### config.mk
export PLATFORM = sky130hd
export DESIGN_NAME = disp_select
export DESIGN_NICKNAME = d
export VERILOG_FILES = /design/src/rtl/disp_select.sv
export SDC_FILE = /design/constraint.sdc
export NUM_CORES = 1
export LEC_CHECK = 0
export CAP_MARGIN = 5
export CORE_MARGIN = 4
export CORE_UTILIZATION = 45
export DETAILED_ROUTE_END_ITERATION = 12
export DONT_BUFFER_PORTS = 1
export GPL_TIMING_DRIVEN = 1
export SLEW_MARGIN = 20
export SYNTH_ARGS = -nofsm -noshare
export SYNTH_HDL_FRONTEND = slang
export SYNTH_SLANG_ARGS = --single-unit
export TNS_END_PERCENT = 20
### constraint.sdc
create_clock -name clk -period 5.5 [get_ports clk]
set_clock_uncertainty 0.15 [all_clocks]
set_input_delay 1.375 -clock clk [delete_from_list [all_inputs] [get_ports clk]]
set_output_delay 1.375 -clock clk [all_outputs]
set_load 0.01 [all_outputs]
### src/rtl/disp_select.sv
// Best/second-best disparity selector: scores each windowed candidate, drops low-texture windows,
// and reports the winning place with ambiguity, no-match and overflow flags at the end of a search.
module disp_select #(
  parameter int TEX_MIN     = 16,
  parameter int UNIQ_MARGIN = 8,
  parameter int MAX_CAND    = 64
) (
  input  logic        clk,
  input  logic        rst_n,
  input  logic        start,
  input  logic        in_valid,
  input  logic        in_last,
  input  logic [13:0] g2sum,
  input  logic [10:0] gsum,
  input  logic [13:0] fg,
  input  logic [5:0]  place,
  output logic        busy,
  output logic        res_valid,
  output logic [5:0]  best_place,
  output logic [15:0] best_score,
  output logic        ambiguous,
  output logic        no_match,
  output logic [6:0]  cand_count,
  output logic        overflow
);

  typedef enum logic [1:0] {IDLE, SEARCH, FLUSH, DONE} state_t;

  localparam logic [10:0]        TEX_MIN_W  = 11'(TEX_MIN);
  localparam logic [6:0]         MAX_CAND_W = 7'(MAX_CAND);
  localparam logic signed [16:0] MARGIN_W   = 17'(UNIQ_MARGIN);

  state_t             state_q, state_d;
  logic [6:0]         cnt_q, cnt_d;
  logic               ovf_q, ovf_d;
  logic               s1_valid_q, s1_valid_d;
  logic               s1_elig_q, s1_elig_d;
  logic signed [15:0] s1_score_q, s1_score_d;
  logic [5:0]         s1_place_q, s1_place_d;
  logic               top_valid_q, top_valid_d;
  logic signed [15:0] top_score_q, top_score_d;
  logic [5:0]         top_place_q, top_place_d;
  logic               sec_valid_q, sec_valid_d;
  logic signed [15:0] sec_score_q, sec_score_d;
  logic               busy_q, busy_d;
  logic               res_valid_q, res_valid_d;
  logic [5:0]         out_place_q, out_place_d;
  logic [15:0]        out_score_q, out_score_d;
  logic               amb_q, amb_d;
  logic               no_match_q, no_match_d;
  logic [6:0]         out_count_q, out_count_d;
  logic               out_ovf_q, out_ovf_d;

  logic               active, take, accept;
  logic [6:0]         base_count;
  logic signed [15:0] score_new;
  logic signed [16:0] gap;

  always_comb begin
    state_d     = state_q;
    cnt_d       = cnt_q;
    ovf_d       = ovf_q;
    s1_valid_d  = 1'b0;
    s1_elig_d   = s1_elig_q;
    s1_score_d  = s1_score_q;
    s1_place_d  = s1_place_q;
    top_valid_d = top_valid_q;
    top_score_d = top_score_q;
    top_place_d = top_place_q;
    sec_valid_d = sec_valid_q;
    sec_score_d = sec_score_q;
    res_valid_d = 1'b0;
    out_place_d = out_place_q;
    out_score_d = out_score_q;
    amb_d       = amb_q;
    no_match_d  = no_match_q;
    out_count_d = out_count_q;
    out_ovf_d   = out_ovf_q;

    // A start pulse clears first, so a candidate in the same cycle joins the new search.
    active     = start || (state_q == SEARCH);
    base_count = start ? 7'd0 : cnt_q;
    take       = active && in_valid;
    accept     = take && (base_count < MAX_CAND_W);
    score_new  = $signed({1'b0, fg, 1'b0}) - $signed({2'b00, g2sum});
    gap        = {top_score_q[15], top_score_q} - {sec_score_q[15], sec_score_q};

    case (state_q)
      IDLE:    if (start) state_d = SEARCH;
      SEARCH:  state_d = SEARCH;
      FLUSH:   state_d = DONE;
      DONE:    state_d = IDLE;
      default: state_d = IDLE;
    endcase
    if (start) state_d = SEARCH;
    if (take && in_last) state_d = FLUSH;

    cnt_d = base_count + {6'd0, accept};
    ovf_d = (start ? 1'b0 : ovf_q) | (take && !accept);

    if (accept) begin
      s1_valid_d = 1'b1;
      s1_elig_d  = (gsum >= TEX_MIN_W);
      s1_score_d = score_new;
      s1_place_d = place;
    end

    // Strict greater-than keeps the earlier candidate on ties.
    if (start) begin
      top_valid_d = 1'b0;
      top_score_d = '0;
      top_place_d = '0;
      sec_valid_d = 1'b0;
      sec_score_d = '0;
    end else if (s1_valid_q && s1_elig_q) begin
      if (!top_valid_q) begin
        top_valid_d = 1'b1;
        top_score_d = s1_score_q;
        top_place_d = s1_place_q;
      end else if (s1_score_q > top_score_q) begin
        sec_valid_d = 1'b1;
        sec_score_d = top_score_q;
        top_score_d = s1_score_q;
        top_place_d = s1_place_q;
      end else if (!sec_valid_q || (s1_score_q > sec_score_q)) begin
        sec_valid_d = 1'b1;
        sec_score_d = s1_score_q;
      end
    end

    // Results are published from DONE even if a new search starts in that same cycle.
    if (state_q == DONE) begin
      res_valid_d = 1'b1;
      out_place_d = top_valid_q ? top_place_q : 6'd0;
      out_score_d = top_valid_q ? top_score_q : 16'd0;
      amb_d       = top_valid_q && sec_valid_q && (gap < MARGIN_W);
      no_match_d  = !top_valid_q;
      out_count_d = cnt_q;
      out_ovf_d   = ovf_q;
    end else if (start) begin
      out_place_d = '0;
      out_score_d = '0;
      amb_d       = 1'b0;
      no_match_d  = 1'b0;
      out_count_d = '0;
      out_ovf_d   = 1'b0;
    end

    busy_d = (state_d != IDLE);
  end

  always_ff @(posedge clk or negedge rst_n) begin
    if (!rst_n) begin
      state_q     <= IDLE;
      cnt_q       <= '0;
      ovf_q       <= 1'b0;
      s1_valid_q  <= 1'b0;
      s1_elig_q   <= 1'b0;
      s1_score_q  <= '0;
      s1_place_q  <= '0;
      top_valid_q <= 1'b0;
      top_score_q <= '0;
      top_place_q <= '0;
      sec_valid_q <= 1'b0;
      sec_score_q <= '0;
      busy_q      <= 1'b0;
      res_valid_q <= 1'b0;
      out_place_q <= '0;
      out_score_q <= '0;
      amb_q       <= 1'b0;
      no_match_q  <= 1'b0;
      out_count_q <= '0;
      out_ovf_q   <= 1'b0;
    end else begin
      state_q     <= state_d;
      cnt_q       <= cnt_d;
      ovf_q       <= ovf_d;
      s1_valid_q  <= s1_valid_d;
      s1_elig_q   <= s1_elig_d;
      s1_score_q  <= s1_score_d;
      s1_place_q  <= s1_place_d;
      top_valid_q <= top_valid_d;
      top_score_q <= top_score_d;
      top_place_q <= top_place_d;
      sec_valid_q <= sec_valid_d;
      sec_score_q <= sec_score_d;
      busy_q      <= busy_d;
      res_valid_q <= res_valid_d;
      out_place_q <= out_place_d;
      out_score_q <= out_score_d;
      amb_q       <= amb_d;
      no_match_q  <= no_match_d;
      out_count_q <= out_count_d;
      out_ovf_q   <= out_ovf_d;
    end
  end

  assign busy       = busy_q;
  assign res_valid  = res_valid_q;
  assign best_place = out_place_q;
  assign best_score = out_score_q;
  assign ambiguous  = amb_q;
  assign no_match   = no_match_q;
  assign cand_count = out_count_q;
  assign overflow   = out_ovf_q;

endmodule

==> Word level (Yosys, flattened, before mapping) <==
Cells that the tools add are included.
{ "totals": {"input_bits": 50, "register_bits": 108, "output_inout_bits": 34, "wordCells": 92} }
{ "op_classes": {"n_reduce_logical": 20, "magnitude_cmp": 5, "eq_ne": 4, "add_sub_neg": 3, "n_mux": 39, "bitwise": 1} }
{ "ops": {"columns": ["cell", "count"], "rows": [
  ["$mux 16", 12],
  ["$mux 6", 7],
  ["$gt 16x16->1", 2],
  ["$mux 7", 3],
  ["$lt 17x5->1 const B", 1],
  ["$sub 16x16->17", 1],
  ["$sub 15x14->16", 1],
  ["$mux 1", 14],
  ["$ge 11x5->1 const B", 1],
  ["$pmux 2 s4", 1],
  ["$reduce_bool 2->1", 4],
  ["$add 7x1->7", 1],
  ["$logic_and 1x1->1", 7],
  ["$lt 7x7->1 const B", 1],
  ["$eq 2x2->1 const B", 2],
  ["$mux 2", 2],
  ["$logic_not 1->1", 3],
  ["$ne 3x2->1 const B", 1],
  ["$reduce_and 3->1", 1],
  ["$reduce_bool 3->1", 1],
  ["$eq 2x1->1 const B", 1],
  ["$logic_not 2->1", 1],
  ["$logic_or 1x1->1", 2],
  ["$reduce_and 2->1", 1],
  ["$or 1x1->1", 1]
]} }

==> Logic depth before layout (Yosys ltp) <==
{ "logic_depth": {"depth_word": 7, "mapped_depth": 13, "depth_no_buf": 11} }

==> Least setup slack after synthesis <==
No wires, ideal clock.
{ "synth_path": {"path_kind": "in2reg", "startpoint": "in g2sum[1]", "endpoint": "reg s1_score_q[15]", "path_buffers": 0, "arrival_ns": 3.280, "stages": 11, "required_ns": 5.240, "setup_slack_ns": 1.959, "cell_sequence": "inv_1 -> ha_1 -> nor2b_1 -> o21ai_0 -> a21oi_1 -> o211ai_1 -> a21oi_1 -> o311ai_0 -> o21ai_0 -> and2_1 -> o41ai_1"} }
{ "synth_between": {"elab_chain_cells": 1} }
{ "synth_rtl": {"columns": ["item", "line", "rtl"], "rows": [
  ["start: declaration", "13", "input logic [13:0] g2sum,"],
  ["$sub 15x14->16", "85", "score_new = $signed({1'b0, fg, 1'b0}) - $signed({2'b00, g2sum});"],
  ["end signal: assignment", "180", "s1_score_q <= s1_score_d;"],
  ["end: declaration", "38", "logic signed [15:0] s1_score_q, s1_score_d;"]
]} }
No other way between the ends.
A chain may end at the register's enable or synchronous reset.

==> Worst setup path after layout <==
Ends and elaborated chain as after synthesis.

==> reports/qor.txt <==
Clock buffer depth = 2
Postcts setup bufs = 0
Initial DRC count = 190
DRT Pass-1 Iters = 5
CP startpoint = g2sum[1]
Final non-filler cell total = 845
Startpoint types = input pin
Async SR Flop Fraction = 100%
Launching point of the worst reg2reg path = top_score_q[15]
Outcome = completed
Slowest cell on the critical path = o311ai_0
IO Port Bufs = 0
Primary FF master, synth = dfrtp_1
Root buf cell = clkbuf_16
Synth top cells by count = dfrtp_1 (108), inv_1 (77), nand2_1 (77)
CTS tree = yes
Main combinational cell family by area after synthesis = compound AO/OA/AOI/OAI gates
Vias per std cell = 5.61
Area leader, netlist = dfrtp_1
Fin crit share = 65.4%
Register bit total from synthesis = 108
Final setup fails = 0
Synth warnings = 0
Row cnt = 43
Min Tclk post-route = 3.60 ns
I/O Pins = 84
Hold Crit Start = s1_place_q[5]
RD Place Congestion = 0.913
Pin count of the biggest net entering global routing = 109
GRT overflow = 0
Clock Pin Slew Worst Setup and Hold Paths = 0.08 ns
Crit path arrival time = 3.70 ns
Routed len/inst = 16.9 µm
Setup_tns = 0 ns
Cell area after synthesis = 6450 µm²
Worst slew margin = 28.0%
Register area share after synthesis = 41.9%
Dpl cells = 829
Fmax = 0.278 GHz
MaxCap Viol Count = 0
CP Class = in -> reg
Syn nets = 786
DR vias = 4743
Multiplexer share of the synthesized area = 3.57%
Fin. Hold Viols = 0
Die width = 128 µm
Core area = 13900 µm²
PD cells = 325 nW/µm²
Clk Latency, worst-skew pair = 0.36 ns
Dpl hpwl = 10500 µm
Total global-route track usage = 18.3%
Data required time of the worst path = 5.61 ns
Worst hold path class = reg -> reg
Fin nets = 776
Clock Sinks = 108
Starting Density = 46.3%
Syn Inst Count = 670
Critical path, cell by cell = inv_1 -> ha_1 -> nor2b_1 -> o21ai_0 -> a21oi_1 -> o211ai_1 -> a21oi_1 -> o311ai_0 -> o21ai_0 -> and2_1 -> o41ai_1
Sequential standard cell area = 2700 µm²
# H-tree levels = 3
CP Max Fanout = 3
Max Transition Viols Final = 0
Residual DRC count = 0
Area grow syn2layout = 6.48%
Post-synthesis adder-cell area fraction = 12.9%
CP max stage delay = 0.53 ns
Ratio of cells with drive above 1 in the final layout = 6.02%
CTS buffer count = 9
Antenna violations before repair = 0
Antenna Cells = 0
Top cells by area, synth = dfrtp_1 (42%), ha_1 (13%), inv_1 (4.5%)
Multi-input gate area = 3350 µm²
CTS resizes = 0
EDFF count, synth = 0
Yosys top cell area share = 41.9%
Simple logic cell fraction of the synthesized area = 14.3%
Global-route wire length before repair = 23900 µm
VDD IR max = 0.000177 V
Tightest Pin Transition = 1.08 ns
Vias in the first global route = 4799
Die height = 128 µm
Worst setup EP type = flip-flop
Synth Area in Compound Gates = 18.3%
Die area = 16300 µm²
Routed wire length = 14300 µm
ANT nets after route = 0
Most frequent cell after synthesis = dfrtp_1
Yosys cell types = 59
Syn Area/Cell = 9.62 µm²
Unrepaired setup endpoints after global routing = no
Post-Synth XOR/XNOR Area = 2.44%
Leak Pwr = 3.23 nW
FILL cells = 1256
CTS hold repair buffers = 0
==> final timing paths <==
kind	endpoint	slack (ns)	depth (start not counted)
setup / recovery	s1_score_q[15]	1.90	11
min in group asynchronous	best_score[3]	0.56	0
hold reg to reg	s1_place_q[5]	0.33	2
max in group asynchronous	top_score_q[13]	4.44	0
hold / removal	s1_place_q[5]	0.33	2
setup reg to reg	sec_score_q[5]	1.91	11
==> worst max-delay path, delay by kind of cell <==
kind / cells / cell delay (ns)
and+or+nand+nor: 2 / 0.32
adders and majority gates: 1 / 0.27
buffers and inverters: 1 / 0.02
AOI/OAI and AO/OA: 7 / 1.70
==> cell type report <==
cell class / instances / share of cell area, %
inverters: 77 / 4.21
flip-flops and latches: 108 / 39.4
clock inverters: 7 / 0.856
well taps: 180 / 3.28
repair buffers: 2 / 0.219
clock buffers: 9 / 3.28
multi-input cells: 462 / 48.8
==> routing by layer <==
| metal | share of wire (%) | up-vias | global-route usage, % |
|---|---|---|---|
| met2 | 45 | 137 | 28.5 |
| met5 | 0 | - | 0 |
| met3 | 4.6 | 33 | 3.25 |
| li1 | - | 2333 | - |
| met1 | 47 | 2240 | 24.7 |
| met4 | 3.4 | 0 | 9.05 |
==> kinds of logic after synthesis <==
group | Yosys count
flip-flops | 108
XOR/XNOR | 18
buffers and inverters | 100
AND/OR/NAND/NOR | 197
AO/OA/AOI/OAI | 158
multiplexers | 23
adder cells (fa/ha/maj) | 66
==> report_power, final <==
| part | switching, W | leakage (nW) | internal, W |
|---|---|---|---|
| sequential | 0.0000998 | 1.45 | 0.000865 |
| combinational | 0.000359 | 1.64 | 0.000278 |
| clock | 0.000315 | 0.144 | 0.000316 |
| total | 0.000774 | 3.23 | 0.00146 |
==> placed cells by master, fill, tap and decap left out, types with 9 or more instances in the layout <==
master | Yosys | final
o221ai_2 | 10 | 10
xnor2_1 | 12 | 12
nand3_1 | 15 | 15
a21o_1 | 10 | 10
inv_1 | 77 | 77
clkbuf_16 | 0 | 9
a21oi_1 | 26 | 26
mux2i_1 | 23 | 23
o21ai_0 | 32 | 32
dfrtp_1 | 108 | 108
nor2_1 | 46 | 45
a22o_1 | 30 | 30
nor3_1 | 10 | 10
nand2_1 | 77 | 77
ha_1 | 65 | 65
nor2b_1 | 13 | 13
==> state kept, by name, summed over array words and instances (netlist names) <==
name / count
ambiguous: 1
best_score: 16
ovf_q: 1
no_match: 1
top_score_q: 16
sec_score_q: 16
res_valid: 1
overflow: 1
top_valid_q: 1
s1_valid_q: 1
state_q: 2
top_place_q: 6
s1_elig_q: 1
sec_valid_q: 1
s1_score_q: 16
cand_count: 7
best_place: 6
busy: 1
s1_place_q: 6
cnt_q: 7
==> per-stage QoR <==
step | hold WS, ns | power [W] | area, µm² | util [%] | setup slack (ns)
5_1_grt | 0.365 | 0.00238 | 6870 | 49.3 | 1.55
3_3_place_gp | 0.310 | 0.00158 | 6580 | 47.2 | 1.65
3_5_place_dp | 0.323 | 0.00161 | 6580 | 47.2 | 1.55
4_1_cts | 0.341 | 0.00225 | 6870 | 49.3 | 1.89
6_report | 0.332 | 0.00223 | 6870 | 49.3 | 1.90
2_1_floorplan | 0.295 | 0.00145 | 6450 | - | 1.96
Note: power is estimated with default switching activity, not from simulation.
